`config.mk`:
```
export PLATFORM = sky130hd
export DESIGN_NAME = mem_port_arbiter
export DESIGN_NICKNAME = d
export VERILOG_FILES = /design/src/rtl/mem_port_arbiter.sv
export SDC_FILE = /design/constraint.sdc
export NUM_CORES = 1
export LEC_CHECK = 0
export ABC_AREA = 1
export CAP_MARGIN = 20
export CORE_AREA = 2 2 121 123
export DETAILED_ROUTE_END_ITERATION = 7
export DIE_AREA = 0 0 123 125
export GPL_ROUTABILITY_DRIVEN = 0
export PLACE_DENSITY_LB_ADDON = 0.12
export SLEW_MARGIN = 20
export SYNTH_ARGS = -nofsm -noshare
export SYNTH_HDL_FRONTEND = slang
export SYNTH_SLANG_ARGS = --single-unit
```
`constraint.sdc`:
```
create_clock -name clk -period 3 [get_ports clk]
set_clock_uncertainty 0.05 [all_clocks]
set_input_delay 0.6 -clock clk [delete_from_list [all_inputs] [get_ports clk]]
set_output_delay 0.6 -clock clk [all_outputs]
set_load 0.02 [all_outputs]
```
`src/rtl/mem_port_arbiter.sv`:
```
// Arbitrates one single-ported memory between instruction fetch and data access.
// Optional feature ARB_TIMEOUT_EN: access timeout with sticky bus_err.
module mem_port_arbiter #(
    parameter int ADDR_W         = 32,
    parameter int DATA_W         = 32,
    parameter int STARVE_LIMIT   = 4,
    parameter int TIMEOUT_CYCLES = 255
) (
    input  logic                  clk,
    input  logic                  rst_n,
    input  logic                  if_req,
    input  logic [ADDR_W-1:0]     if_addr,
    input  logic                  if_flush,
    output logic                  if_ready,
    output logic [DATA_W-1:0]     if_rdata,
    input  logic                  d_req,
    input  logic                  d_we,
    input  logic [ADDR_W-1:0]     d_addr,
    input  logic [DATA_W-1:0]     d_wdata,
    input  logic [DATA_W/8-1:0]   d_wstrb,
    output logic                  d_ready,
    output logic [DATA_W-1:0]     d_rdata,
    output logic                  mem_req,
    output logic                  mem_we,
    output logic [ADDR_W-1:0]     mem_addr,
    output logic [DATA_W-1:0]     mem_wdata,
    output logic [DATA_W/8-1:0]   mem_wstrb,
    input  logic                  mem_ready,
    input  logic [DATA_W-1:0]     mem_rdata,
    output logic                  data_busy,
    output logic                  fetch_stall,
    output logic                  bus_err
);
    localparam int STRB_W = DATA_W / 8;
    localparam logic [3:0] STARVE_MAX = 4'(STARVE_LIMIT);

    if (STARVE_LIMIT < 1 || STARVE_LIMIT > 15) begin : g_bad_starve_limit
        $error("mem_port_arbiter: STARVE_LIMIT must be in 1..15");
    end
    if (TIMEOUT_CYCLES < 1 || TIMEOUT_CYCLES > 255) begin : g_bad_timeout
        $error("mem_port_arbiter: TIMEOUT_CYCLES must be in 1..255");
    end
    if (DATA_W % 8 != 0) begin : g_bad_data_w
        $error("mem_port_arbiter: DATA_W must be a multiple of 8");
    end

    typedef enum logic [1:0] {
        IDLE   = 2'd0,
        D_ACC  = 2'd1,
        IF_ACC = 2'd2
    } state_t;

    state_t              state_q, state_d;
    logic                mem_req_q, mem_req_d;
    logic                mem_we_q, mem_we_d;
    logic [ADDR_W-1:0]   mem_addr_q, mem_addr_d;
    logic [DATA_W-1:0]   mem_wdata_q, mem_wdata_d;
    logic [STRB_W-1:0]   mem_wstrb_q, mem_wstrb_d;
    logic                if_ready_q, if_ready_d;
    logic                d_ready_q, d_ready_d;
    logic [DATA_W-1:0]   if_rdata_q, if_rdata_d;
    logic [DATA_W-1:0]   d_rdata_q, d_rdata_d;
    logic [3:0]          starve_cnt_q, starve_cnt_d;
    logic                discard_q, discard_d;
    logic                fetch_ok;
`ifdef ARB_TIMEOUT_EN
    localparam logic [7:0] TMO_LAST = 8'(TIMEOUT_CYCLES - 1);
    logic [7:0]          tmo_cnt_q, tmo_cnt_d;
    logic                bus_err_q, bus_err_d;
`endif

    // A fetch only competes for the port when it is not being flushed this cycle.
    assign fetch_ok = if_req && !if_flush;

    always_comb begin
        state_d      = state_q;
        mem_req_d    = mem_req_q;
        mem_we_d     = mem_we_q;
        mem_addr_d   = mem_addr_q;
        mem_wdata_d  = mem_wdata_q;
        mem_wstrb_d  = mem_wstrb_q;
        if_ready_d   = 1'b0;
        d_ready_d    = 1'b0;
        if_rdata_d   = if_rdata_q;
        d_rdata_d    = d_rdata_q;
        starve_cnt_d = starve_cnt_q;
        discard_d    = discard_q;
`ifdef ARB_TIMEOUT_EN
        tmo_cnt_d    = tmo_cnt_q;
        bus_err_d    = bus_err_q;
`endif
        case (state_q)
            IDLE: begin
                if (d_req && !(fetch_ok && starve_cnt_q == STARVE_MAX)) begin
                    state_d     = D_ACC;
                    mem_req_d   = 1'b1;
                    mem_we_d    = d_we;
                    mem_addr_d  = d_addr;
                    mem_wdata_d = d_wdata;
                    mem_wstrb_d = d_we ? d_wstrb : '0;
                    if (!if_req) begin
                        starve_cnt_d = 4'd0;
                    end else if (starve_cnt_q != STARVE_MAX) begin
                        starve_cnt_d = starve_cnt_q + 4'd1;
                    end
`ifdef ARB_TIMEOUT_EN
                    tmo_cnt_d = 8'd0;
`endif
                end else if (fetch_ok) begin
                    state_d      = IF_ACC;
                    mem_req_d    = 1'b1;
                    mem_we_d     = 1'b0;
                    mem_addr_d   = if_addr;
                    mem_wdata_d  = '0;
                    mem_wstrb_d  = '0;
                    starve_cnt_d = 4'd0;
                    discard_d    = 1'b0;
`ifdef ARB_TIMEOUT_EN
                    tmo_cnt_d = 8'd0;
`endif
                end
            end
            D_ACC: begin
                if (mem_ready) begin
                    state_d     = IDLE;
                    mem_req_d   = 1'b0;
                    mem_we_d    = 1'b0;
                    mem_wstrb_d = '0;
                    d_ready_d   = 1'b1;
                    // Stores leave the previously loaded value in place.
                    if (!mem_we_q) begin
                        d_rdata_d = mem_rdata;
                    end
                end
`ifdef ARB_TIMEOUT_EN
                else if (tmo_cnt_q == TMO_LAST) begin
                    state_d     = IDLE;
                    mem_req_d   = 1'b0;
                    mem_we_d    = 1'b0;
                    mem_wstrb_d = '0;
                    d_ready_d   = 1'b1;
                    d_rdata_d   = '0;
                    bus_err_d   = 1'b1;
                end else begin
                    tmo_cnt_d = tmo_cnt_q + 8'd1;
                end
`endif
            end
            IF_ACC: begin
                if (mem_ready) begin
                    state_d     = IDLE;
                    mem_req_d   = 1'b0;
                    discard_d   = 1'b0;
                    if (!discard_q && !if_flush) begin
                        if_ready_d = 1'b1;
                        if_rdata_d = mem_rdata;
                    end
                end
`ifdef ARB_TIMEOUT_EN
                else if (tmo_cnt_q == TMO_LAST) begin
                    state_d   = IDLE;
                    mem_req_d = 1'b0;
                    discard_d = 1'b0;
                    bus_err_d = 1'b1;
                    if (!discard_q && !if_flush) begin
                        if_ready_d = 1'b1;
                        if_rdata_d = '0;
                    end
                end else begin
                    tmo_cnt_d = tmo_cnt_q + 8'd1;
                    if (if_flush) begin
                        discard_d = 1'b1;
                    end
                end
`else
                else if (if_flush) begin
                    discard_d = 1'b1;
                end
`endif
            end
            default: begin
                state_d   = IDLE;
                mem_req_d = 1'b0;
            end
        endcase
    end

    always_ff @(posedge clk or negedge rst_n) begin
        if (!rst_n) begin
            state_q      <= IDLE;
            mem_req_q    <= 1'b0;
            mem_we_q     <= 1'b0;
            mem_addr_q   <= '0;
            mem_wdata_q  <= '0;
            mem_wstrb_q  <= '0;
            if_ready_q   <= 1'b0;
            d_ready_q    <= 1'b0;
            if_rdata_q   <= '0;
            d_rdata_q    <= '0;
            starve_cnt_q <= 4'd0;
            discard_q    <= 1'b0;
`ifdef ARB_TIMEOUT_EN
            tmo_cnt_q    <= 8'd0;
            bus_err_q    <= 1'b0;
`endif
        end else begin
            state_q      <= state_d;
            mem_req_q    <= mem_req_d;
            mem_we_q     <= mem_we_d;
            mem_addr_q   <= mem_addr_d;
            mem_wdata_q  <= mem_wdata_d;
            mem_wstrb_q  <= mem_wstrb_d;
            if_ready_q   <= if_ready_d;
            d_ready_q    <= d_ready_d;
            if_rdata_q   <= if_rdata_d;
            d_rdata_q    <= d_rdata_d;
            starve_cnt_q <= starve_cnt_d;
            discard_q    <= discard_d;
`ifdef ARB_TIMEOUT_EN
            tmo_cnt_q    <= tmo_cnt_d;
            bus_err_q    <= bus_err_d;
`endif
        end
    end

    assign mem_req     = mem_req_q;
    assign mem_we      = mem_we_q;
    assign mem_addr    = mem_addr_q;
    assign mem_wdata   = mem_wdata_q;
    assign mem_wstrb   = mem_wstrb_q;
    assign if_ready    = if_ready_q;
    assign if_rdata    = if_rdata_q;
    assign d_ready     = d_ready_q;
    assign d_rdata     = d_rdata_q;
    assign data_busy   = d_req && !d_ready_q;
    assign fetch_stall = if_req && !if_ready_q && !if_flush;
`ifdef ARB_TIMEOUT_EN
    assign bus_err     = bus_err_q;
`else
    assign bus_err     = 1'b0;
`endif

endmodule

```
==> run_summary.xml <==
<?xml version="1.0" encoding="UTF-8"?>
<metrics>
  <group name="run_status">
    <metric name="run_status" unit="">finished clean</metric>
  </group>
  <group name="worst_setup_path">
    <metric name="arrival" unit="ps">2040</metric>
    <metric name="kind_of_capture_point_of_the_worst_setup_path" unit="">output port</metric>
    <metric name="critPathRequiredTime" unit="ps">2350</metric>
    <metric name="cell_breakdown_of_the_critical_path" unit="">clkdlybuf4s50_1, nand2_2, nor2_1, clkdlybuf4s50_1</metric>
    <metric name="startpoint_type" unit="">primary input</metric>
    <metric name="crit_path_frequent_cell" unit="">clkdlybuf4s50_1</metric>
    <metric name="critical_path.top_delay_family" unit="">buffers and inverters</metric>
    <metric name="critPathMaxFanout" unit="">6</metric>
    <metric name="cp_max_stage_cell" unit="">clkdlybuf4s50_1</metric>
    <metric name="path_class" unit="">primary input to output port</metric>
    <metric name="cp.buffers_inverters" unit="">2</metric>
    <metric name="cp_slowest_stage_delay" unit="ps">650</metric>
  </group>
  <group name="sta">
    <metric name="timing.final.setup_violations" unit="">0</metric>
    <metric name="timing.final.ws_setup" unit="ps">311</metric>
    <metric name="worst_pin_slew" unit="ps">591</metric>
    <metric name="rsz0062_at_grt" unit="">false</metric>
    <metric name="timing.fmax" unit="GHz">0.372</metric>
    <metric name="hold_viol" unit="">0</metric>
    <metric name="min_period_over_period" unit="%">89.6</metric>
    <metric name="slew_viol_final" unit="">0</metric>
    <metric name="fin_tns_setup" unit="ps">0</metric>
    <metric name="holdWs" unit="ps">97.8</metric>
    <metric name="clock_period_minus_worst_slack" unit="ps">2690</metric>
    <metric name="slew_headroom" unit="%">60.6</metric>
  </group>
  <group name="synthesis">
    <metric name="synthesis.area" unit="um^2">6330</metric>
    <metric name="synth.yosys.seq_area_share" unit="%">56.6</metric>
    <metric name="ys_async_rst_share" unit="%">100</metric>
    <metric name="synth_fp_nets" unit="">877</metric>
    <metric name="synth.ff_latch_count" unit="">143</metric>
    <metric name="ys.flop_type" unit="">dfrtp_1</metric>
    <metric name="synth_enable_flop_cells" unit="">0</metric>
    <metric name="yosysWarningCount" unit="">0</metric>
    <metric name="synth.lib_cells_used.distinct" unit="">28</metric>
    <metric name="syn_inst" unit="">733</metric>
    <metric name="synth.avg_cell_area" unit="um^2">8.63</metric>
  </group>
  <group name="global_routing">
    <metric name="grt_pass1_vias" unit="">5664</metric>
    <metric name="grt_max_degree" unit="">67</metric>
    <metric name="grt_pass1_wl" unit="um">28700</metric>
    <metric name="antenna_found_initial" unit="">0</metric>
    <metric name="grt_util_all_layers" unit="%">23.9</metric>
    <metric name="grt_overflow" unit="">0</metric>
  </group>
  <group name="drt">
    <metric name="via_density_per_instance" unit="">4.80</metric>
    <metric name="route.vias.total" unit="">5732</metric>
    <metric name="count_of_routing_violations_after_the_opening_detailed_route_iteration" unit="">333</metric>
    <metric name="detail_route.drc_violations" unit="">0</metric>
    <metric name="routedWlPerCell" unit="um">14.9</metric>
    <metric name="drt_pre_antenna_iters" unit="">4</metric>
    <metric name="drtAntennaViolNets" unit="">0</metric>
    <metric name="wl" unit="um">17800</metric>
  </group>
  <group name="min_path">
    <metric name="hp-class" unit="">primary input to async pin</metric>
  </group>
  <group name="power_and_ir_drop">
    <metric name="cellLeakagePower" unit="uW">0.00483</metric>
    <metric name="net-switching-power" unit="uW">3920</metric>
    <metric name="power.internal" unit="uW">6380</metric>
    <metric name="p_comb_share" unit="%">47.4</metric>
    <metric name="share_seq_of_total_power" unit="%">32.0</metric>
    <metric name="peakVddDrop" unit="mV">0.532</metric>
    <metric name="power_share_of_the_clock_group" unit="%">20.7</metric>
    <metric name="power.switching_fraction" unit="%">38.1</metric>
    <metric name="power_per_cell_area" unit="nW/um^2">1050</metric>
  </group>
  <group name="floorplanning">
    <metric name="die-area" unit="um^2">15400</metric>
    <metric name="die_width" unit="um">123</metric>
    <metric name="die_height" unit="um">125</metric>
    <metric name="core" unit="um^2">14200</metric>
    <metric name="floorplan.initialDensity" unit="%">44.5</metric>
    <metric name="num_ports" unit="">278</metric>
    <metric name="rows" unit="">44</metric>
  </group>
  <group name="clock_network">
    <metric name="htree_levels" unit="">4</metric>
    <metric name="clockBufferDepth" unit="">2</metric>
    <metric name="hold_buffers" unit="">0</metric>
    <metric name="tritoncts_num_sinks" unit="">143</metric>
    <metric name="cts_tree" unit="">done</metric>
    <metric name="cts_post_setup_buffers_inserted" unit="">0</metric>
    <metric name="cts-buffers-inserted" unit="">17</metric>
    <metric name="clk_pin_slew_worst_paths" unit="ps">60</metric>
    <metric name="cts_root_buffer" unit="">clkbuf_16</metric>
    <metric name="clock_network_latency_to_the_later_pin_of_the_worst_skew_pair" unit="ps">410</metric>
    <metric name="ctsResizeCount" unit="">0</metric>
  </group>
  <group name="final_layout">
    <metric name="most-common-layout-cells" unit="">clkdlybuf4s50_1 (275), nand2_1 (262), dfrtp_1 (143), inv_1 (79), nand3_1 (71)</metric>
    <metric name="finish.net_count" unit="">1141</metric>
    <metric name="share_of_post_route_cells_with_drive_strength_above_1" unit="%">5.45</metric>
    <metric name="num-fill-cells" unit="">1168</metric>
    <metric name="final_common_cell" unit="">clkdlybuf4s50_1</metric>
    <metric name="sequential_cell_area" unit="um^2">3580</metric>
    <metric name="num_antenna_cells" unit="">0</metric>
    <metric name="area_occupied_by_multi_input_gates" unit="um^2">2180</metric>
    <metric name="synthToLayoutAreaGrowth" unit="%">55.2</metric>
  </group>
  <group name="placed_design">
    <metric name="dp_worst_setup_slack" unit="ps">326</metric>
    <metric name="port_buffers" unit="">276</metric>
    <metric name="detailedPlacementHpwl" unit="um">12400</metric>
  </group>
  <group name="flow_run">
    <metric name="max_cap_violations" unit="">0</metric>
  </group>
</metrics>
-- area by class of cell --
class,instances,share of cell area [%]
flip-flops and latches,143,36.4
repair buffers,287,29.8
multi-input cells,466,22.2
clock buffers,21,4.69
inverters,82,3.13
well taps,184,2.34
clock inverters,10,1.40
-- worst reg2reg max path, stage by stage, from the launching register on --
cell and delay [ps]:
dfrtp_1 410, inv_1 90, ha_1 190, inv_1 130, nor2_8 150, buf_12 290, nand2_1 250, inv_1 130
nand2_1 60, nand2_1 50
-- flip-flops by register name, summed over array words and instances, names as in the netlist --
| signal | cells |
|---|---|
| mem_addr | 32 |
| state_q | 2 |
| mem_req | 1 |
| mem_wstrb | 4 |
| if_rdata | 32 |
| mem_we | 1 |
| starve_cnt_q | 4 |
| if_ready | 1 |
| d_ready | 1 |
| d_rdata | 32 |
| mem_wdata | 32 |
| discard_q | 1 |
-- cells by family (layout without fill, tap and decap cells) --
logic type / count (synthesis) / in the layout / share of synthesized area (%)
simple gates: 386 / 386 / 27.1
fa+ha+maj: 5 / 5 / 0.989
buf+inv: 124 / 400 / 9.30
compound gates: 73 / 73 / 5.83
flops: 143 / 143 / 56.6
other cells: 1 / 1 / 0.0593
xor+xnor: 1 / 1 / 0.138
-- synth_stat cells, types with 3 or more instances --
master | count | area share [%]
inv_2 | 3 | 0.18
nand3_1 | 72 | 5.7
o21ai_1 | 24 | 1.9
buf_2 | 20 | 1.6
clkbuf_1 | 7 | 0.42
buf_6 | 12 | 2.1
inv_1 | 79 | 4.7
nor2_1 | 9 | 0.53
nand2_2 | 3 | 0.30
nand3b_1 | 32 | 3.8
nand2_1 | 262 | 16
ha_1 | 5 | 0.99
o21ai_0 | 45 | 3.6
dfrtp_1 | 143 | 57
-- metrics by stage --
stage               total power [uW]  std cells  instance area (um^2)  util, %
finish                         10300       1193                  9820     69.1
global placement                8140       1161                  9190     64.7
floorplan                       5840        733                  6330        -
detailed placement              8220       1161                  9190     64.7
CTS                            10400       1192                  9790     68.9
global route                   11000       1193                  9820     69.1
-- power groups by stage --
stage / Clock (uW) / Sequential, uW / Combinational, uW
2_1_floorplan: 0 / 4330 / 1510
3_3_place_gp: 0 / 3290 / 4850
3_5_place_dp: 0 / 3300 / 4920
4_1_cts: 2170 / 3290 / 4930
5_1_grt: 2260 / 3400 / 5300
6_report: 2130 / 3290 / 4880
-- worst paths after layout --
check | start | slack [ps] | end | depth (start not counted)
worst min register to register | discard_q$_DFFE_PN0P_ | 420 | discard_q$_DFFE_PN0P_ | 2
worst min-delay path | rst_n | 100 | mem_wdata[27]$_DFFE_PN0P_ | 1
worst max-delay path | if_req | 310 | fetch_stall | 4
min in group clk | discard_q$_DFFE_PN0P_ | 420 | discard_q$_DFFE_PN0P_ | 2
worst max register to register | state_q[1]$_DFFE_PN0P_ | 1130 | starve_cnt_q[2]$_DFFE_PN0P_ | 9
max in group asynchronous | rst_n | 1970 | if_rdata[24]$_DFFE_PN0P_ | 2
-- metal layers --
metal | GRT usage (%) | share of wire (%) | vias up
li1 | - | - | 2825
met4 | 10.5 | 3.3 | 0
met2 | 38.3 | 47 | 212
met3 | 8.30 | 9.1 | 37
met5 | 0 | 0 | -
met1 | 29.0 | 41 | 2658
(Power assumes the default switching activity.)
